$ cat config.mk
export PLATFORM = sky130hd
export DESIGN_NAME = player_bullet
export DESIGN_NICKNAME = d
export VERILOG_FILES = /design/src/rtl/player_bullet.sv
export SDC_FILE = /design/constraint.sdc
export NUM_CORES = 1
export LEC_CHECK = 0
export BUFFER_PORTS_ARGS = -buffer_cell sky130_fd_sc_hd__clkbuf_2
export CELL_PAD_IN_SITES_DETAIL_PLACEMENT = 0
export CELL_PAD_IN_SITES_GLOBAL_PLACEMENT = 1
export CORE_ASPECT_RATIO = 1.4
export CORE_MARGIN = 2
export CORE_UTILIZATION = 42
export CTS_BUF_LIST = sky130_fd_sc_hd__clkbuf_16
export CTS_CLUSTER_DIAMETER = 120
export DETAILED_ROUTE_END_ITERATION = 8
export GPL_ROUTABILITY_DRIVEN = 0
export PLACE_DENSITY = 0.78
export SETUP_SLACK_MARGIN = 0.05
export SYNTH_ARGS = -nofsm -noshare
export SYNTH_HDL_FRONTEND = slang
export SYNTH_SLANG_ARGS = --single-unit
$ cat constraint.sdc
create_clock -name v_sync -period 3 [get_ports v_sync]
set_input_delay 0.6 -clock v_sync [delete_from_list [all_inputs] [get_ports v_sync]]
set_output_delay 0.6 -clock v_sync [all_outputs]
set_load 0.05 [all_outputs]
$ cat src/rtl/player_bullet.sv
// Player bullet: spawns from the cannon on a fire edge, climbs SPEED pixels
// per frame, and ends on a hit or when it leaves the top of the screen. A
// cooldown period follows each bullet. The pixel renderer is combinational.
module player_bullet #(
  parameter int SPEED     = 8,
  parameter int BULLET_W  = 2,
  parameter int BULLET_H  = 8,
  parameter int SPAWN_Y   = 432,
  parameter int SPAWN_OFS = 7,
  parameter int COOLDOWN  = 15
) (
  input  logic       v_sync,
  input  logic       rst,
  input  logic       fire,
  input  logic [9:0] cannon_x_pos,
  input  logic       hit,
  input  logic [9:0] pix_x,
  input  logic [9:0] pix_y,
  output logic [9:0] bullet_x,
  output logic [9:0] bullet_y,
  output logic       bullet_active,
  output logic [7:0] shots_fired,
  output logic       bullet_graphics
);

  typedef enum logic [1:0] {
    S_IDLE     = 2'd0,
    S_FLYING   = 2'd1,
    S_COOLDOWN = 2'd2
  } state_t;

  // Counter value loaded on cooldown entry; COOLDOWN frames are spent there.
  localparam logic [7:0]  CD_LOAD   = (COOLDOWN == 0) ? 8'd0 : 8'(COOLDOWN - 1);
  localparam logic [10:0] X_LIMIT   = 11'(640 - BULLET_W);
  localparam logic [10:0] SPEED_11  = 11'(SPEED);

  state_t      r_state;
  state_t      w_state_next;
  logic        r_fire_prev;
  logic [7:0]  r_cd_cnt;
  logic [9:0]  r_bullet_x;
  logic [9:0]  r_bullet_y;
  logic [7:0]  r_shots;

  logic        w_fire_edge;
  logic        w_spawn;
  logic        w_off_top;
  logic        w_move;
  logic        w_enter_cd;
  logic [10:0] w_spawn_sum;
  logic [9:0]  w_spawn_x;

  assign w_fire_edge = fire & ~r_fire_prev;
  assign w_spawn     = (r_state == S_IDLE) && w_fire_edge;
  assign w_off_top   = ({1'b0, r_bullet_y} < SPEED_11);
  // Hit wins over both movement and the off-screen check.
  assign w_move      = (r_state == S_FLYING) && !hit && !w_off_top;
  assign w_enter_cd  = (w_state_next == S_COOLDOWN) && (r_state == S_FLYING);

  // Spawn X clamped so the whole bullet stays on the 640-pixel line.
  assign w_spawn_sum = {1'b0, cannon_x_pos} + 11'(SPAWN_OFS);
  assign w_spawn_x   = (w_spawn_sum > X_LIMIT) ? X_LIMIT[9:0] : w_spawn_sum[9:0];

  // State register.
  always_ff @(posedge v_sync or posedge rst) begin
    if (rst) begin
      r_state <= S_IDLE;
    end else begin
      r_state <= w_state_next;
    end
  end

  // Next-state logic; fire edges outside IDLE and hits outside FLYING are dropped.
  always_comb begin
    w_state_next = r_state;
    case (r_state)
      S_IDLE: begin
        if (w_fire_edge) begin
          w_state_next = S_FLYING;
        end
      end
      S_FLYING: begin
        if (hit || w_off_top) begin
          w_state_next = (COOLDOWN == 0) ? S_IDLE : S_COOLDOWN;
        end
      end
      S_COOLDOWN: begin
        if (r_cd_cnt == 8'd0) begin
          w_state_next = S_IDLE;
        end
      end
      default: w_state_next = S_IDLE;
    endcase
  end

  // Datapath: fire history, position, shot counter and cooldown counter.
  always_ff @(posedge v_sync or posedge rst) begin
    if (rst) begin
      r_fire_prev <= 1'b1;
      r_bullet_x  <= 10'd0;
      r_bullet_y  <= 10'd0;
      r_shots     <= 8'd0;
      r_cd_cnt    <= 8'd0;
    end else begin
      r_fire_prev <= fire;
      if (w_spawn) begin
        r_bullet_x <= w_spawn_x;
        r_bullet_y <= 10'(SPAWN_Y);
        r_shots    <= r_shots + 8'd1;
      end else if (w_move) begin
        r_bullet_y <= r_bullet_y - 10'(SPEED);
      end
      if (w_enter_cd) begin
        r_cd_cnt <= CD_LOAD;
      end else if ((r_state == S_COOLDOWN) && (r_cd_cnt != 8'd0)) begin
        r_cd_cnt <= r_cd_cnt - 8'd1;
      end
    end
  end

  // Outputs: activity flag from state and the bullet rectangle hit-test.
  always_comb begin
    bullet_active   = (r_state == S_FLYING);
    bullet_graphics = bullet_active
                    && ({1'b0, pix_x} >= {1'b0, r_bullet_x})
                    && ({1'b0, pix_x} <  ({1'b0, r_bullet_x} + 11'(BULLET_W)))
                    && ({1'b0, pix_y} >= {1'b0, r_bullet_y})
                    && ({1'b0, pix_y} <  ({1'b0, r_bullet_y} + 11'(BULLET_H)));
  end

  assign bullet_x    = r_bullet_x;
  assign bullet_y    = r_bullet_y;
  assign shots_fired = r_shots;

endmodule

# Yosys cells after proc, flatten, opt, wreduce, memory -nomap -nowiden
# Cells that the tools add are included.
[word_totals] ff_bits=39 inputBits=34 output_inout_bits=30 word_cells=49
[classes] n_addsub=6 order_cmp=6 n_eq_ne=3 n_mux=9 n_bitwise=2 reduce_logical=17
[ops] operator="$mux W10" count=3
[ops] operator="$lt A10 B11 Y1" count=2
[ops] operator="$ge A10 B10 Y1" count=2
[ops] operator="$mux W8" count=2
[ops] operator="$add A10 B2 Y11 const B" count=1
[ops] operator="$add A10 B3 Y11 const B" count=1
[ops] operator="$add A10 B4 Y11 const B" count=1
[ops] operator="$gt A11 B10 Y1 const B" count=1
[ops] operator="$lt A10 B4 Y1 const B" count=1
[ops] operator="$sub A10 B4 Y10 const B" count=1
[ops] operator="$logic_and A1 B1 Y1" count=9
[ops] operator="$add A8 B1 Y8 const B" count=1
[ops] operator="$logic_not A8 Y1" count=1
[ops] operator="$reduce_bool A8 Y1" count=1
[ops] operator="$sub A8 B1 Y8 const B" count=1
[ops] operator="$mux W2" count=3
[ops] operator="$pmux W2 S3" count=1
[ops] operator="$eq A2 B2 Y1 const B" count=2
[ops] operator="$reduce_bool A2 Y1" count=2
[ops] operator="$eq A2 B1 Y1 const B" count=1
[ops] operator="$logic_not A1 Y1" count=2
[ops] operator="$logic_not A2 Y1" count=1
[ops] operator="$and A1 B1 Y1" count=1
[ops] operator="$logic_or A1 B1 Y1" count=1
[ops] operator="$not A1 Y1" count=1

# Longest topological paths before layout
# Gate-level depths: netlist of run 1.
[logic_depth] depth_word=7 mapped_depth=9 mapped_depth_nobuf=9

# Worst setup path before layout of run 1
# OpenSTA, ideal clock, no wires.
[synth_path] path_type="register to output" start="reg r_bullet_y[3] (netlist: bullet_y[3])" end="out bullet_graphics" arrival_time_ps=3614 t_required_ps=2400 path_slack_ps=-1214 stages_incl_launch_ff=10 n_path_buf=0 path_cell_list="dfrtp_1 > ha_1 > nand3_1 > xnor2_1 > ha_1 > a21o_1 > a21oi_1 > o21ai_0 > a31o_1 > nor4_1"
[synth_between] elab_chain_len=3 word_cells_on_any_way=5 cone_classes="1 x add/sub; 2 x order compare; 2 x reduce/logical"
[synth_rtl] element="from (decl)" line="42" text="logic [9:0] r_bullet_y;"
[synth_rtl] element="from (signal assigned)" line="108" text="r_bullet_y <= 10'(SPAWN_Y);"
[synth_rtl] element="from (signal assigned)" line="111" text="r_bullet_y <= r_bullet_y - 10'(SPEED);"
[synth_rtl] element="$add A10 B4 Y11 or $ge A10 B10 Y1 (tied branches)" line="128, 127"
[synth_rtl] element="$lt A10 B11 Y1 or $logic_and A1 B1 Y1 (tied branches)" line="128, 127"
[synth_rtl] element="$logic_and A1 B1 Y1 (*)" line="128" text="&& ({1'b0, pix_y} < ({1'b0, r_bullet_y} + 11'(BULLET_H)));"
[synth_rtl] element="to (decl)" line="23" text="output logic bullet_graphics"
# Every way passes the cells marked *; elsewhere a longest branch is shown, timed or not.

# Final worst setup path of run 1
# Ends and elaborated chain as after synthesis.

==> flow_summary.json, run 1 <==
{
  "arrival_ns": 2.44,
  "groute.usage.overall": 0.180,
  "antenna_found_initial": 0,
  "cts_tree": "done",
  "cts_buffer_depth": 2,
  "hold_path.class": "input port to asynchronous set/reset pin",
  "syn-cell-area_um2": 2880,
  "final_util": 0.556,
  "worst_slack_ns": -0.0415,
  "worstSetupPathType": "flip-flop to output pin",
  "synth_compound_area_frac": 0.169,
  "relSlewSlack": 0.616,
  "setup_violations": 1,
  "dp_hpwl_um": 5210,
  "h-tree-depth": 2,
  "die_h_um": 102,
  "synth_top_family_by_area": "adder cells",
  "clock-root-buffer": "clkbuf_16",
  "clk_latency_ns": 0.28,
  "violations": "setup timing",
  "p_leak_nw": 1.78,
  "synth_edf_count": 0,
  "rows": 35,
  "firstDrtPassIters": 4,
  "wirelength_um": 6540,
  "cts_buffers": 5,
  "power_per_cell_area_nw_per_um2": 937,
  "vdd_drop_max_uv": 454,
  "synth_most_common_cell": "ha_1",
  "hold_viol_final": 0,
  "pwr-share-clk": 0.166,
  "yosys_register_bits": 36,
  "drv_slew": 0,
  "diodes": 0,
  "viasPerCell": 5.25,
  "synthAdderAreaFrac": 0.178,
  "rsz0062_at_grt": "true",
  "area.growth.synth_to_final_pct": 27.7,
  "synth_xor_area_frac": 0.119,
  "comb_power_share": 0.592,
  "startpoint_type": "flip-flop",
  "syn-instance-count": 299,
  "wl_per_cell_um": 13.9,
  "yosys-top-cells-area": "dfrtp_1 30%, ha_1 18%, xnor2_1 9.7%, inv_1 3.5%, nand3_1 2.6%",
  "regToRegSetupSlack_ns": 1.00,
  "die_w_um": 73.9,
  "fin_skew_ns": 0.00616,
  "period_needed_ns": 3.04,
  "drcViolationCount": 0,
  "max_freq_mhz": 329,
  "grt_overflow": 0,
  "power.internal_w": 0.00187,
  "synth_cell_types": 58,
  "ios": 64,
  "yosys-top-cells-count": "41 x ha_1, 35 x dfrtp_1, 32 x xnor2_1, 27 x inv_1, 19 x nand2_1",
  "io_buffers": 57,
  "drt_iter0_markers": 50,
  "swShare": 0.457,
  "synthFlopType": "dfrtp_1",
  "cts.clk_slew.worst_paths_ns": 0.05,
  "status": "finished, violations left",
  "cp-startpoint": "bullet_y[3]",
  "final_cell_area_um2": 3670,
  "ant_nets": 0,
  "holdWs_ns": 0.359,
  "holdBufCountCts": 0,
  "synth_top_area_cell": "dfrtp_1",
  "layout-drive-gt1-share": 0.321,
  "worst_pin_slew_ns": 0.572,
  "path_max_fanout": 4,
  "yosys_warnings": 0,
  "fin_nets": 454,
  "start_util": 0.435,
  "power_switching_w": 0.00157,
  "endpoint_kind": "output pin",
  "r2r-start": "r_state[1]",
  "dieArea_um2": 7540,
  "core_um2": 6610,
  "maxCapViolCount": 0,
  "required_ns": 2.40,
  "synth_mux_area_frac": 0,
  "vias": 2479,
  "seq_area_frac_synth": 0.314,
  "grt_pass1_wl_um": 10700,
  "clock-sinks": 36,
  "period_share": 1.01,
  "yosysTopAreaCellShare": 0.304,
  "synthSimpleGateAreaFrac": 0.171,
  "dpl_cell_area_um2": 3350,
  "async_flop_share": 1.00,
  "grt_pass1_vias": 2430,
  "syn_area_per_cell_um2": 9.62,
  "grt_max_degree": 23,
  "seq_power_share": 0.243
}
-- state kept, by name (all words and copies together), names as in the netlist --
name,cells
r_state,2
bullet_x,10
r_fire_prev,1
bullet_y,7
r_cd_cnt,8
shots_fired,8
-- layout by cell type, fill, tap and decap left out, drive strengths merged, types with 5 or more instances in the layout --
cell type	instances
nand2	19
a21oi	8
o21ai	8
nor2	14
clkbuf	62
nand4	7
ha	41
buf	20
nand3	15
nor3	7
xor2	7
xnor2	32
dfrtp	35
inv	29
o22ai	5
-- power groups by stage --
| stage | Sequential (W) | Clock (W) | Combinational (W) |
|---|---|---|---|
| 2_1_floorplan | 0.00123 | 0 | 0.00103 |
| 5_1_grt | 0.000870 | 0.000603 | 0.00224 |
| 6_report | 0.000835 | 0.000571 | 0.00204 |
| 3_3_place_gp | 0.000858 | 0 | 0.00181 |
| 4_1_cts | 0.000845 | 0.000582 | 0.00194 |
| 3_5_place_dp | 0.000863 | 0 | 0.00185 |
-- metrics by stage --
step                      TNS [ns]  std cells  power [W]  worst slack [ns]
final                      -0.0415        472    0.00344           -0.0415
after global routing        -0.102        472    0.00371            -0.102
after CTS                  -0.0203        465    0.00337           -0.0203
after detailed placement         0        451    0.00271            0.0588
after global placement           0        451    0.00267            0.0657
after floorplan            -0.0880        301    0.00225           -0.0880
-- path summary, 6_finish.rpt --
path	end	cells after the start
min in group v_sync	r_fire_prev	1
worst max-delay path	bullet_graphics	10
max in group asynchronous	r_fire_prev	3
worst min register to register	shots_fired[7]	1
worst min-delay path	shots_fired[7]	2
worst max register to register	bullet_x[6]	5
-- area by class of cell --
cell class	count	area, um2
fillers	633	2940
repair buffers	77	444
clock buffers	5	125
well taps	92	115
flip-flops and latches	36	918
clock inverters	3	38.8
inverters	28	105
multi-input cells	231	1930
-- what timing repair did --
action	in CTS	in global routing
gates cloned	0	0
setup endpoints to repair	1	1
pin swaps	7	12
buffers inserted	6	7
resized for setup	5	5
-- layer usage --
metal | share of wire | wire length, um | up-vias | global-route usage
met4 | 0.018 | 117 | 0 | 0.0643
met2 | 0.52 | 3420 | 40 | 0.328
met5 | 0 | 0 | - | 0
met3 | 0.031 | 203 | 9 | 0.0316
met1 | 0.43 | 2800 | 1195 | 0.206
li1 | - | - | 1235 | -
-- critical path: stages, from the launching register on --
cell and delay (ns):
dfrtp_4 0.50, ha_4 0.17, nand3_2 0.08, xnor2_2 0.11, ha_1 0.26, a21o_1 0.18, a21oi_1 0.13, o21ai_1 0.09
a31o_1 0.21, nor4_4 0.21, clkbuf_8 0.22
-- cells by family (layout without fill, tap and decap cells) --
logic type	Yosys count	in the layout
xor gates and xnor gates	39	39
buffers and inverters	34	113
other	1	3
adders and majority gates	41	41
AOI/OAI and AO/OA	58	58
DFF	36	36
and+or+nand+nor	90	90
No activity file was read; power rests on OpenSTA's default activity.
==> run 2: changes to the inputs <==
- clock period: 3 -> 3.3 ns (I/O delays scaled with it)
==> flow_summary.json, run 2 (synthesis gave the netlist of run 1 again) <==
{
  "status": "finished clean",
  "rows": 35,
  "cts_tree": "done",
  "critPathTopFamily": "compound AO/OA/AOI/OAI gates",
  "maxCapViolCount": 0,
  "worst_pin_slew_ns": 0.690,
  "clock-sinks": 36,
  "period_needed_ns": 3.14,
  "grt_max_degree": 20,
  "vdd_drop_max_uv": 425,
  "clock-root-buffer": "clkbuf_16",
  "r2r_end": "bullet_x[6]",
  "fin_skew_ns": 0.00479,
  "period_share": 0.953,
  "clk_latency_ns": 0.27,
  "dieArea_um2": 7540,
  "final_cells": 468,
  "die_w_um": 73.9,
  "endpoint_kind": "output pin",
  "arrival_ns": 2.48,
  "startpoint_type": "flip-flop",
  "holdWs_ns": 0.467,
  "firstDrtPassIters": 4,
  "start_util": 0.435,
  "ios": 64,
  "ant_nets": 0,
  "final.fill_count": 613,
  "cp-startpoint": "bullet_y[4]",
  "setup_violations": 0,
  "final_common_cell": "clkbuf_2",
  "r2r-start": "r_state[1]",
  "cts_buffers": 5,
  "crit_path_end": "bullet_graphics",
  "fin_nets": 450,
  "wl_per_cell_um": 13.3,
  "critPathSlowestCell": "dfrtp_2",
  "required_ns": 2.64,
  "rsz0062_at_grt": "false",
  "wirelength_um": 6200,
  "crit_cells": 10,
  "most-common-layout-cells": "56 x clkbuf_2, 39 x ha_1, 32 x xnor2_1, 28 x inv_1, 26 x dfrtp_1",
  "worstSetupPathType": "flip-flop to output pin",
  "worstRegToRegCells": 5,
  "cts_buffer_depth": 2,
  "h-tree-depth": 2,
  "dpl_cell_area_um2": 3300,
  "relSlewSlack": 0.540,
  "layout-drive-gt1-share": 0.301,
  "finalPower_w": 0.00307,
  "core_um2": 6610,
  "cts.clk_slew.worst_paths_ns": 0.05,
  "hold_path.class": "input port to asynchronous set/reset pin",
  "cp_num_buf_inv": 1,
  "power_per_cell_area_nw_per_um2": 849,
  "cp_cell_sequence": "ha_4 -> nand3_1 -> xnor2_1 -> ha_1 -> a21o_1 -> a21oi_1 -> o21ai_1 -> a31o_1 -> nor4_4 -> clkbuf_8",
  "p_leak_nw": 1.76,
  "groute.usage.overall": 0.170,
  "drt_iter0_markers": 40,
  "max_freq_mhz": 318,
  "slowest_delay_ns": 0.42,
  "viasPerCell": 5.10,
  "dp_hpwl_um": 4970,
  "hold_viol_final": 0,
  "largest_reg_flops": 10,
  "io_buffers": 57,
  "tns_ns": 0,
  "drv_slew": 0,
  "path_max_fanout": 5,
  "antenna_found_initial": 0,
  "vias": 2385,
  "die_h_um": 102,
  "grt_pass1_vias": 2243,
  "diodes": 0,
  "regToRegSetupSlack_ns": 1.31,
  "drcViolationCount": 0,
  "final_cell_area_um2": 3620,
  "grt_overflow": 0,
  "grt_pass1_wl_um": 10200,
  "dp_cells": 446,
  "holdBufCountCts": 0,
  "area.growth.synth_to_final_pct": 25.8
}
[run 2: layout make-up]
class / count / area [um2] / share of cell area
Inverter: 28 / 105 / 0.0291
Clock buffer: 5 / 125 / 0.0346
Tap cell: 92 / 115 / 0.0318
Multi-Input combinational cell: 231 / 1910 / 0.527
Sequential cell: 36 / 913 / 0.253
Clock inverter: 3 / 38.8 / 0.0107
Timing Repair Buffer: 73 / 414 / 0.114
[run 2: how the worst min path moves through the flow]
stage	start	to	slack, ns	cells after the start
6_report	rst	shots_fired[7]	0.47	2
5_1_grt	fire	r_fire_prev	0.49	1
4_1_cts	shots_fired[7]	shots_fired[7]	0.48	1
3_5_place_dp	shots_fired[7]	shots_fired[7]	0.47	1
3_3_place_gp	shots_fired[7]	shots_fired[7]	0.46	1
2_1_floorplan	r_cd_cnt[7]	r_cd_cnt[7]	0.50	2
[run 2: power breakdown]
group,internal [W],switching [W]
sequential,0.000605,0.000185
combinational,0.000704,0.00106
clock,0.000351,0.000164
[run 2: what timing repair did]
| action | CTS | global route |
|---|---|---|
| setup buffers | 2 | 12 |
| setup endpoints to repair | 1 | 1 |
| gates cloned | 0 | 0 |
| pin swaps | 1 | 8 |
| gates resized for setup | 5 | 5 |
[run 2: metal layers]
| metal | share of wire | track usage | wire length, um |
|---|---|---|---|
| met3 | 0.026 | 0.0256 | 160 |
| met1 | 0.43 | 0.208 | 2650 |
| met4 | 0.0061 | 0.0420 | 38 |
| met2 | 0.54 | 0.308 | 3350 |
| met5 | 0 | 0 | 0 |
[run 2: worst register-to-register path: stages, from the launching register on]
cell      delay [ns]
dfrtp_1         0.41
or4b_4          0.68
a311oi_2        0.36
a31oi_4         0.10
a21bo_4         0.25
a22oi_2         0.06
[run 2: per-stage QoR]
step	util	worst slack (ns)
3_3_place_gp	0.500	0.254
5_1_grt	0.547	0.0449
2_1_floorplan	-	0.0831
4_1_cts	0.529	0.0503
6_report	0.547	0.156
3_5_place_dp	0.500	0.225
==> run 3: changes to the inputs <==
- ABC_AREA: default -> 1
- CORE_UTILIZATION: 42 -> 40
==> flow_summary.json, run 3 <==
{
  "cp_num_buf_inv": 1,
  "seq_power_share": 0.247,
  "period_needed_ns": 3.04,
  "maxCapViolCount": 0,
  "drcViolationCount": 0,
  "finalPower_w": 0.00318,
  "cts_buffers": 5,
  "vias": 2740,
  "synthAdderAreaFrac": 0.170,
  "grt_max_degree": 18,
  "yosys_register_bits": 36,
  "hold_path.class": "input port to asynchronous set/reset pin",
  "clock-root-buffer": "clkbuf_16",
  "hold_viol_final": 0,
  "h-tree-depth": 2,
  "fin_nets": 540,
  "drt_iter0_markers": 71,
  "synth_mux_area_frac": 0,
  "layout-drive-gt1-share": 0.217,
  "worst_pin_slew_ns": 0.634,
  "wl_met3_um": 207,
  "synthFlopType": "dfrtp_1",
  "clock-sinks": 36,
  "wl_met2_um": 3590,
  "clk_latency_ns": 0.28,
  "grt_pass1_vias": 2653,
  "diodes": 0,
  "wl_per_cell_um": 12.1,
  "yosys_warnings": 0,
  "tns_ns": 0,
  "fin_skew_ns": 0.00395,
  "power_switching_w": 0.00161,
  "final_common_cell": "nand2_1",
  "comb_power_share": 0.585,
  "core_um2": 7360,
  "syn-cell-area_um2": 3030,
  "pwr-share-clk": 0.168,
  "viasPerCell": 4.87,
  "ant_nets": 0,
  "top_layer": "met4",
  "seq_area_frac_synth": 0.298,
  "cts.clk_slew.worst_paths_ns": 0.05,
  "antenna_found_initial": 0,
  "synthSimpleGateAreaFrac": 0.288,
  "synth_cell_types": 40,
  "synth_top_family_by_area": "simple AND/OR/NAND/NOR gates",
  "synth_top_area_cell": "dfrtp_1",
  "final.fill_count": 743,
  "relSlewSlack": 0.577,
  "synth_edf_count": 0,
  "die_w_um": 77.5,
  "drt-met1-wl_um": 2970,
  "syn-instance-count": 399,
  "power_per_cell_area_nw_per_um2": 873,
  "drv_slew": 0,
  "vdd_drop_max_uv": 481,
  "endpoint_kind": "output pin",
  "multi_input_area_um2": 1890,
  "swShare": 0.505,
  "synth_xor_area_frac": 0.0608,
  "p_leak_nw": 1.96,
  "wirelength_um": 6830,
  "yosys-top-cells-area": "dfrtp_1 29%, ha_1 17%, nand2_1 9.6%, inv_1 6.8%, nand3_1 5.0%",
  "die_h_um": 107,
  "grt_pass1_wl_um": 11900,
  "critPathSlowestCell": "dfrtp_1",
  "cts_buffer_depth": 2,
  "required_ns": 2.64,
  "largest_reg_flops": 10,
  "arrival_ns": 2.38,
  "setup_violations": 0,
  "slowest_delay_ns": 0.40,
  "ios": 64,
  "firstDrtPassIters": 4,
  "start_util": 0.411,
  "period_share": 0.920,
  "async_flop_share": 1.00,
  "max_freq_mhz": 329,
  "rows": 37,
  "yosys-top-cells-count": "77 x nand2_1, 55 x inv_1, 41 x ha_1, 37 x nor2_1, 35 x dfrtp_1",
  "dp_hpwl_um": 5670,
  "cts_tree": "done",
  "status": "finished clean",
  "synth_compound_area_frac": 0.0947,
  "grt_overflow": 0,
  "critPathTopFamily": "simple AND/OR/NAND/NOR gates",
  "final-seq-area_um2": 907,
  "dieArea_um2": 8280,
  "yosysTopAreaCellShare": 0.289,
  "startpoint_type": "flip-flop",
  "syn_area_per_cell_um2": 7.58,
  "worstSetupPathType": "flip-flop to output pin",
  "synth_most_common_cell": "nand2_1",
  "rsz0062_at_grt": "false",
  "power.internal_w": 0.00157,
  "most-common-layout-cells": "77 x nand2_1, 56 x clkbuf_2, 55 x inv_1, 40 x ha_1, 35 x nor2_1",
  "groute.usage.overall": 0.177,
  "io_buffers": 57,
  "path_max_fanout": 5,
  "cp_cell_sequence": "ha_2 -> nand2_1 -> nor2_2 -> nand3_2 -> nor3_2 -> xor2_1 -> ha_1 -> nand3b_1 -> nand3_1 -> nor2_1 -> nand2_1 -> nor2_2 -> buf_6",
  "area.growth.synth_to_final_pct": 20.3
}
==> run 3: changes by cell type after synthesis, moves of 4 or more <==
cell	previous run	this run
xnor2_1	32	6
o21ai_0	4	18
nand2_1	19	77
nand2b_1	4	0
xor2_1	7	15
a21oi_1	8	22
nor2_1	14	37
nand4_1	7	14
inv_1	27	55
a21o_1	4	0
o22ai_1	5	0
nand3_1	15	30
==> run 3: final timing paths <==
check | start | endpoint | slack [ns] | cells past startpoint
worst max-delay path | bullet_x[2] | bullet_graphics | 0.26 | 13
worst min-delay path | rst | shots_fired[1] | 0.44 | 2
worst max register to register | r_state[1] | shots_fired[6] | 1.49 | 7
worst min register to register | shots_fired[7] | shots_fired[7] | 0.48 | 1
max in group asynchronous | rst | r_fire_prev | 2.19 | 3
min in group v_sync | shots_fired[7] | shots_fired[7] | 0.48 | 1
==> run 3: what timing repair did <==
item / in CTS / in global routing
hold buffers: 0 / 0
buffers inserted: 1 / 1
resized for setup: 1 / 11
setup endpoints to repair: 1 / 1
==> run 3: metrics by stage <==
stage	cells	hold slack, ns	utilization	worst slack (ns)	cell area [um2]
5_1_grt	563	0.484	0.495	0.0451	3640
6_report	563	0.441	0.495	0.263	3640
2_1_floorplan	401	0.473	-	0.0671	3040
3_3_place_gp	553	0.463	0.466	0.319	3430
3_5_place_dp	553	0.471	0.466	0.275	3430
4_1_cts	562	0.463	0.490	0.0603	3600
==> run 3: power by group through the flow <==
stage               logic [W]  registers [W]  clock network, W
floorplan             0.00104        0.00114                 0
global placement      0.00179       0.000792                 0
detailed placement    0.00182       0.000797                 0
CTS                   0.00185       0.000780          0.000551
global route          0.00210       0.000812          0.000573
finish                0.00186       0.000783          0.000534
==> run 3: final cells by class <==
class | instances | area share
clock buffers | 5 | 0.0344
clock inverters | 3 | 0.0117
inverters | 60 | 0.0619
multi-input cells | 300 | 0.519
flip-flops and latches | 36 | 0.249
well taps | 97 | 0.0333
repair buffers | 62 | 0.0904
==> run 3: layer usage <==
metal  vias to the layer above  global-route usage
li1                       1447                   -
met2                        43               0.319
met5                         -                   0
met3                         5              0.0261
met4                         0              0.0472
met1                      1245               0.219
==> run 3: worst register-to-register path: stages (launching register included) <==
cell and delay (ns):
dfrtp_1 0.44, inv_1 0.09, nand3_2 0.30, inv_2 0.31, nand2_1 0.13, nor2_1 0.17, nand3_1 0.11, xnor2_1 0.14
==> run 3: cells by family after synthesis <==
logic type / count (synthesis)
buffers and inverters: 65
AND/OR/NAND/NOR: 185
other: 1
adder cells (fa/ha/maj): 41
flip-flops: 36
AO/OA/AOI/OAI: 50
XOR/XNOR: 21
